<file path="config.mk">
export PLATFORM = sky130hd
export DESIGN_NAME = pipe_stage_skid_flat
export DESIGN_NICKNAME = d
export VERILOG_FILES = /design/src/rtl/pipe_pkg.sv /design/src/rtl/pipe_stage_skid_if.sv /design/src/rtl/pipe_stage_entry.sv /design/src/rtl/pipe_stage_skid.sv /design/src/flat_wrapper.sv
export SDC_FILE = /design/constraint.sdc
export NUM_CORES = 1
export LEC_CHECK = 0
export CAP_MARGIN = 25
export CORE_MARGIN = 10
export CORE_UTILIZATION = 47
export CTS_CLUSTER_SIZE = 8
export DETAILED_ROUTE_END_ITERATION = 7
export PLACE_DENSITY = 0.78
export REMOVE_ABC_BUFFERS = 1
export SLEW_MARGIN = 20
export SYNTH_ARGS = -nofsm -noshare
export SYNTH_HDL_FRONTEND = slang
export SYNTH_HIERARCHICAL = 1
export SYNTH_SLANG_ARGS = --single-unit
</file>
<file path="constraint.sdc">
create_clock -name clk -period 3.62 [get_ports clk]
set_input_delay 0.905 -clock clk [delete_from_list [all_inputs] [get_ports clk]]
set_output_delay 0.905 -clock clk [all_outputs]
set_load 0.02 [all_outputs]
</file>
<file path="src/rtl/pipe_pkg.sv">
// Shared types and constants for the parametrised pipeline stage register.
// Latency: n/a (declarations only).
// Backpressure: n/a.
package pipe_pkg;

    // RV32 canonical NOP (addi x0, x0, 0), shown whenever a stage holds a bubble
    localparam logic [31:0] PIPE_NOP = 32'h00000013;

    // Occupancy of a stage: main register only, or main plus skid
    typedef enum logic [1:0] {
        EMPTY = 2'd0,
        FULL  = 2'd1,
        SKID  = 2'd2
    } occ_e;

    // Bit offset of data field k inside a packed multi-field bus
    function automatic int field_off(input int k, input int data_width);
        return k * data_width;
    endfunction

endpackage

</file>
<file path="src/rtl/pipe_stage_skid_if.sv">
// Handshake bundle between an upstream producer, the stage, and a downstream consumer.
// Latency: n/a (wires only).
// Backpressure: in_ready/out_ready carry the valid-ready handshake on each side.
interface pipe_stage_skid_if #(
    parameter int ADDR_WIDTH = 15,
    parameter int DATA_WIDTH = 32,
    parameter int NUM_DATA   = 2
);
    import pipe_pkg::*;

    logic                           in_valid;
    logic                           in_ready;
    logic [ADDR_WIDTH-1:0]          in_pc;
    logic [31:0]                    in_inst;
    logic [NUM_DATA*DATA_WIDTH-1:0] in_data;

    logic                           out_valid;
    logic                           out_ready;
    logic [ADDR_WIDTH-1:0]          out_pc;
    logic [31:0]                    out_inst;
    logic [NUM_DATA*DATA_WIDTH-1:0] out_data;

    // Environment side: produces upstream entries and consumes stage output
    modport master (
        output in_valid, in_pc, in_inst, in_data, out_ready,
        input  in_ready, out_valid, out_pc, out_inst, out_data
    );

    // Stage side
    modport slave (
        input  in_valid, in_pc, in_inst, in_data, out_ready,
        output in_ready, out_valid, out_pc, out_inst, out_data
    );

endinterface

</file>
<file path="src/rtl/pipe_stage_entry.sv">
// Single valid+payload register with load and clear; clear wins over load.
// Latency: 1 cycle from load to q/vld.
// Backpressure: none; the owner decides when to load or clear.
module pipe_stage_entry #(
    parameter int W = 8
) (
    input  logic         clk,
    input  logic         rst,
    input  logic         load,
    input  logic         clr,
    input  logic [W-1:0] d,
    output logic         vld,
    output logic [W-1:0] q
);

    logic         vld_d, vld_q;
    logic [W-1:0] dat_d, dat_q;

    // Next-state: clear drops valid but keeps the stale payload
    always_comb begin
        vld_d = vld_q;
        dat_d = dat_q;
        if (clr) begin
            vld_d = 1'b0;
        end else if (load) begin
            vld_d = 1'b1;
            dat_d = d;
        end
    end

    // Entry register, payload resets to zero so idle outputs are deterministic
    always_ff @(posedge clk or posedge rst) begin
        if (rst) begin
            vld_q <= 1'b0;
            dat_q <= '0;
        end else begin
            vld_q <= vld_d;
            dat_q <= dat_d;
        end
    end

    assign vld = vld_q;
    assign q   = dat_q;

endmodule

</file>
<file path="src/rtl/pipe_stage_skid.sv">
// Pipeline stage register (PC, inst, NUM_DATA fields) with 2-entry skid; optional PIPE_STAGE_PERF_EN counters.
// Latency: 1 cycle input to output, 1 entry/cycle throughput.
// Backpressure: in_ready is a flop (= skid empty); the skid absorbs the one entry accepted during a stall.
module pipe_stage_skid
    import pipe_pkg::*;
#(
    parameter int          ADDR_WIDTH = 15,
    parameter int          DATA_WIDTH = 32,
    parameter int          NUM_DATA   = 2,
    parameter logic [31:0] NOP_INST   = PIPE_NOP
) (
    input  logic                  clk,
    input  logic                  rst,
    input  logic                  flush,
`ifdef PIPE_STAGE_PERF_EN
    output logic [31:0]           perf_stall_cnt,
    output logic [31:0]           perf_bubble_cnt,
`endif
    pipe_stage_skid_if.slave      bus
);

    localparam int DW = NUM_DATA * DATA_WIDTH;
    localparam int PW = ADDR_WIDTH + 32 + DW;

    occ_e          state_d, state_q;
    logic          in_rdy_d, in_rdy_q;
    logic          main_load, main_clr, skid_load, skid_clr;
    logic          main_vld, skid_vld;
    logic [PW-1:0] in_pay, main_in, main_pay, skid_pay;
    logic          in_xfer, out_xfer;

    assign in_pay   = {bus.in_pc, bus.in_inst, bus.in_data};
    assign in_xfer  = bus.in_valid && in_rdy_q;
    assign out_xfer = main_vld && bus.out_ready;
    // Main refills from the skid whenever the skid holds the older entry
    assign main_in  = skid_vld ? skid_pay : in_pay;

    // Occupancy FSM: decides entry loads/clears and the next in_ready
    always_comb begin
        state_d   = state_q;
        main_load = 1'b0;
        main_clr  = 1'b0;
        skid_load = 1'b0;
        skid_clr  = 1'b0;
        if (flush) begin
            state_d  = EMPTY;
            main_clr = 1'b1;
            skid_clr = 1'b1;
        end else begin
            case (state_q)
                EMPTY: begin
                    if (in_xfer) begin
                        main_load = 1'b1;
                        state_d   = FULL;
                    end
                end
                FULL: begin
                    if (in_xfer && out_xfer) begin
                        main_load = 1'b1;
                    end else if (out_xfer) begin
                        main_clr = 1'b1;
                        state_d  = EMPTY;
                    end else if (in_xfer) begin
                        skid_load = 1'b1;
                        state_d   = SKID;
                    end
                end
                SKID: begin
                    if (out_xfer) begin
                        main_load = 1'b1;
                        skid_clr  = 1'b1;
                        state_d   = FULL;
                    end
                end
                default: begin
                    main_clr = 1'b1;
                    skid_clr = 1'b1;
                    state_d  = EMPTY;
                end
            endcase
        end
        in_rdy_d = (state_d != SKID);
    end

    // State and registered ready
    always_ff @(posedge clk or posedge rst) begin
        if (rst) begin
            state_q  <= EMPTY;
            in_rdy_q <= 1'b1;
        end else begin
            state_q  <= state_d;
            in_rdy_q <= in_rdy_d;
        end
    end

    pipe_stage_entry #(.W(PW)) u_main (
        .clk  (clk),
        .rst  (rst),
        .load (main_load),
        .clr  (main_clr),
        .d    (main_in),
        .vld  (main_vld),
        .q    (main_pay)
    );

    pipe_stage_entry #(.W(PW)) u_skid (
        .clk  (clk),
        .rst  (rst),
        .load (skid_load),
        .clr  (skid_clr),
        .d    (in_pay),
        .vld  (skid_vld),
        .q    (skid_pay)
    );

    assign bus.in_ready  = in_rdy_q;
    assign bus.out_valid = main_vld;
    assign bus.out_pc    = main_pay[PW-1 -: ADDR_WIDTH];
    assign bus.out_inst  = main_vld ? main_pay[DW +: 32] : NOP_INST;
    assign bus.out_data  = main_pay[DW-1:0];

`ifdef PIPE_STAGE_PERF_EN
    logic [31:0] stall_d, stall_q, bubble_d, bubble_q;

    // Stall/bubble counters, free-running wrap, untouched by flush
    always_comb begin
        stall_d  = stall_q;
        bubble_d = bubble_q;
        if (main_vld && !bus.out_ready) stall_d  = stall_q + 32'd1;
        if (!main_vld && bus.out_ready) bubble_d = bubble_q + 32'd1;
    end

    // Counter registers
    always_ff @(posedge clk or posedge rst) begin
        if (rst) begin
            stall_q  <= '0;
            bubble_q <= '0;
        end else begin
            stall_q  <= stall_d;
            bubble_q <= bubble_d;
        end
    end

    assign perf_stall_cnt  = stall_q;
    assign perf_bubble_cnt = bubble_q;
`endif

endmodule
</file>
<file path="src/flat_wrapper.sv">
// flat-port wrapper written by rule: the top's interface ports become plain ports
module pipe_stage_skid_flat import pipe_pkg::*;
#(
    parameter int          ADDR_WIDTH = 15,
    parameter int          DATA_WIDTH = 32,
    parameter int          NUM_DATA   = 2,
    parameter logic [31:0] NOP_INST   = PIPE_NOP
)
  (clk, rst, flush, bus_in_valid, bus_in_pc, bus_in_inst, bus_in_data, bus_out_ready, bus_in_ready, bus_out_valid, bus_out_pc, bus_out_inst, bus_out_data);
  pipe_stage_skid_if #(.ADDR_WIDTH(ADDR_WIDTH), .DATA_WIDTH(DATA_WIDTH), .NUM_DATA(NUM_DATA)) bus_i ();
  input  logic clk;
  input  logic rst;
  input  logic flush;
  input wire logic [$bits(bus_i.in_valid)-1:0] bus_in_valid;
  input wire logic [$bits(bus_i.in_pc)-1:0] bus_in_pc;
  input wire logic [$bits(bus_i.in_inst)-1:0] bus_in_inst;
  input wire logic [$bits(bus_i.in_data)-1:0] bus_in_data;
  input wire logic [$bits(bus_i.out_ready)-1:0] bus_out_ready;
  output wire logic [$bits(bus_i.in_ready)-1:0] bus_in_ready;
  output wire logic [$bits(bus_i.out_valid)-1:0] bus_out_valid;
  output wire logic [$bits(bus_i.out_pc)-1:0] bus_out_pc;
  output wire logic [$bits(bus_i.out_inst)-1:0] bus_out_inst;
  output wire logic [$bits(bus_i.out_data)-1:0] bus_out_data;
  assign bus_i.in_valid = bus_in_valid;
  assign bus_i.in_pc = bus_in_pc;
  assign bus_i.in_inst = bus_in_inst;
  assign bus_i.in_data = bus_in_data;
  assign bus_i.out_ready = bus_out_ready;
  assign bus_in_ready = bus_i.in_ready;
  assign bus_out_valid = bus_i.out_valid;
  assign bus_out_pc = bus_i.out_pc;
  assign bus_out_inst = bus_i.out_inst;
  assign bus_out_data = bus_i.out_data;
  pipe_stage_skid #(.ADDR_WIDTH(ADDR_WIDTH), .DATA_WIDTH(DATA_WIDTH), .NUM_DATA(NUM_DATA), .NOP_INST(NOP_INST)) u_core (.clk(clk), .rst(rst), .flush(flush), .bus(bus_i));
endmodule
</file>
==> summary.txt <==
STA
  – Final setup viols: 0
  – Slew HR: 51.5%
  – Final hold violations: 0
  – RSZ-0062 raised after global routing: false
  – Max Slew Vio Count: 0
  – Max frequency: 326 MHz
  – Setup slack after layout: 0.550 ns
  – Worst Max-Slew Pin Slew: 0.727 ns
  – Tcrit/Tclk final: 84.8%
  – Clock skew: 0.0145 ns
  – Hold Slack: 0.497 ns
  – Post-layout min period: 3.07 ns

Placed design
  – Dpl cells: 1179
  – Post-DP HPWL: 16.4 mm
  – IO buf count: 228
  – GP Congestion: 0.733
  – Pre-CTS setup slack: 0.396 ns
  – Post-place instance area: 13300 um^2

Power
  – Switching Share: 26.9%
  – Leakage power: 6.18 nW
  – Internal power: 7.28 mW
  – Comb power frac: 30.4%
  – Clk pwr share: 29.3%
  – Sequential Power Share: 40.3%
  – Psw: 2.68 mW
  – Power per cell area: 695 nW/um^2
  – Peak VDD IR: 0.459 mV

Setup path
  – Crit path max fanout: 24
  – Arr. time, crit path: 2.17 ns
  – WS Path Type: reg2out
  – R2R cell count: 6
  – CP cell instances: buf_4 > and2_1 > clkdlybuf4s50_1
  – CP endpoint kind: output port
  – CP delay by family, top: buffers and inverters
  – CP Launch Type: register
  – Crit-path slowest cell: clkdlybuf4s50_1
  – CP bufs+invs: 2
  – Req. time, crit path: 2.71 ns
  – Max stage delay on crit path: 0.62 ns
  – CP Depth: 3

Clock tree
  – Number of gates resized after cts: 0
  – Depth of the CTS H-tree: 2
  – TritonCTS clock tree: built
  – Root buffer cell: clkbuf_16
  – TritonCTS buffer count: 34
  – Clock-pin slew on the worst setup and hold paths: 0.05 ns
  – CTS Buffer Depth: 3
  – Setup bufs post-CTS: 0
  – # clock sinks: 227
  – Hold-fix buffers, CTS: 0
  – Worst-Skew Late Latency: 0.49 ns

Floorplan
  – Initial Util: 47.4%
  – Full die area: 30000 um^2
  – FP Rows: 56
  – I/O pin count: 229
  – Vert. Die Dim: 173 um
  – Core Footprint: 23300 um^2
  – Die X: 173 um

Drt
  – 1st-pass router iterations: 4
  – Final antenna-violating net count: 0
  – DR vias: 6096
  – DR iter-0 viols: 301
  – DRC Markers: 0
  – Per-cell routed wire length: 20.5 um
  – Final WL: 25.1 mm
  – Post-DR vias/cell: 4.98

Final layout
  – Final Instance Area: 14300 um^2
  – Finished Core Util: 61.4%
  – Final Non-Filler Cells: 1224
  – Final nets: 1012
  – Inserted Diodes: 0
  – Layout cell share with drive strength beyond 1: 43.0%
  – Fillers: 1797
  – Synthesis-to-layout area growth: 29.7%

Run status
  – Status: finished clean

Yosys
  – Synth cell types: 26
  – Yosys warns: 6
  – Syn Std Cell Area: 11000 um^2
  – Cells after Synth: 659
  – FF+latch count, synth: 227
  – Syn avg cell area: 16.8 um^2
  – Sequential-to-total area share from yosys stat: 51.4%

Job
  – Max_cap viols: 0

Global routing
  – Vias in the first global route: 6968
  – Initial antenna violation count: 0
  – Total Routing Usage GR: 16.7%
  – Global-route wire length before repair: 41.0 mm
  – Total grt overflow: 0
  – Largest net degree at the start of global routing: 62

Min path
  – Hold path cells: 1
  – Hold Crit Class: reg2reg
## sequential cells by signal (all words and copies together) (netlist names)
| register | cells |
|---|---|
| u_core/bus.in_ready | 1 |
| u_core/state_q | 2 |
| u_core/u_main/q | 111 |
| u_core/u_main/vld | 1 |
| u_core/u_skid/q | 111 |
| u_core/u_skid/vld | 1 |
## final timing paths
check	from	endpoint	slack, ns
min in group asynchronous	rst	u_core/state_q[0]	0.80
hold reg to reg	u_core/u_skid/q[36]	u_core/u_skid/q[36]	0.50
hold / removal	u_core/u_skid/q[36]	u_core/u_skid/q[36]	0.50
setup / recovery	u_core/u_main/vld	bus_out_inst[2]	0.55
setup reg to reg	u_core/u_main/vld	u_core/u_main/q[31]	1.15
max in group asynchronous	rst	u_core/u_main/q[31]	1.92
## power by group through the flow
stage	clock network (mW)	logic, mW	registers (mW)
final	2.92	3.02	4.01
after global routing	3.11	3.21	4.13
after CTS	3.01	3.07	4.02
after detailed placement	0	3.06	4.01
after global placement	0	2.99	3.99
after floorplan	0	1.54	4.28
## area by class of cell
| cell class | count | area, um^2 | area share (%) |
|---|---|---|---|
| clock buffer | 44 | 952 | 6.64 |
| clock inverter | 1 | 30.0 | 0.210 |
| inverter | 3 | 16.3 | 0.114 |
| multi-input combinational | 390 | 4790 | 33.4 |
| sequential | 227 | 5690 | 39.7 |
| tap | 319 | 399 | 2.79 |
| timing repair buffer | 240 | 2460 | 17.2 |
## cells in the mapped netlist, drive strengths merged
master,count,area share [%]
a211o,1,0.079
a211oi,1,0.068
a21o,2,0.14
a21oi,2,0.091
a31oi,1,0.057
and2,30,1.7
and3b,1,0.079
buf,39,5.1
dfrtp,226,51
dfstp,1,0.24
inv,3,0.10
mux2,333,40
nand2,2,0.068
nand2b,3,0.17
nand3,1,0.045
nor2,4,0.14
nor2b,3,0.31
nor3,1,0.045
o21ai,2,0.091
or2b,3,0.20
## layer usage
| metal | vias to the layer above | routed length [um] | GRT usage (%) |
|---|---|---|---|
| met1 | 3104 | 11200 | 21.6 |
| met2 | 165 | 11800 | 26.4 |
| met5 | - | 0 | 0 |
| met3 | 27 | 1820 | 5.86 |
| li1 | 2800 | - | - |
| met4 | 0 | 329 | 3.49 |
## stage by stage
stage,TNS [ns],total power [mW]
2_1_floorplan,-226.38,5.82
3_3_place_gp,0,6.98
3_5_place_dp,0,7.08
4_1_cts,0,10.1
5_1_grt,0,10.4
6_report,0,9.96
## placed cells by master (no fill, tap or decap), drive strengths merged, types with 2 or more instances in the layout
cell           count
mux2             333
nand2b             3
nor2b              3
o21ai              2
or2b               3
nor2               4
dfrtp            226
buf               12
a21oi              2
clkbuf            44
nand2              2
clkdlybuf4s50    228
a21o               2
and2              30
inv                3
## cell families (layout without fill, tap and decap cells)
kind of cell | Yosys count | after routing | share of synthesized area [%]
buffers and inverters | 42 | 288 | 5.24
AOI/OAI and AO/OA | 9 | 9 | 0.521
DFF | 227 | 227 | 51.4
muxes | 333 | 333 | 40.1
and+or+nand+nor | 48 | 48 | 2.75
Note: power is estimated with default switching activity, not from simulation.
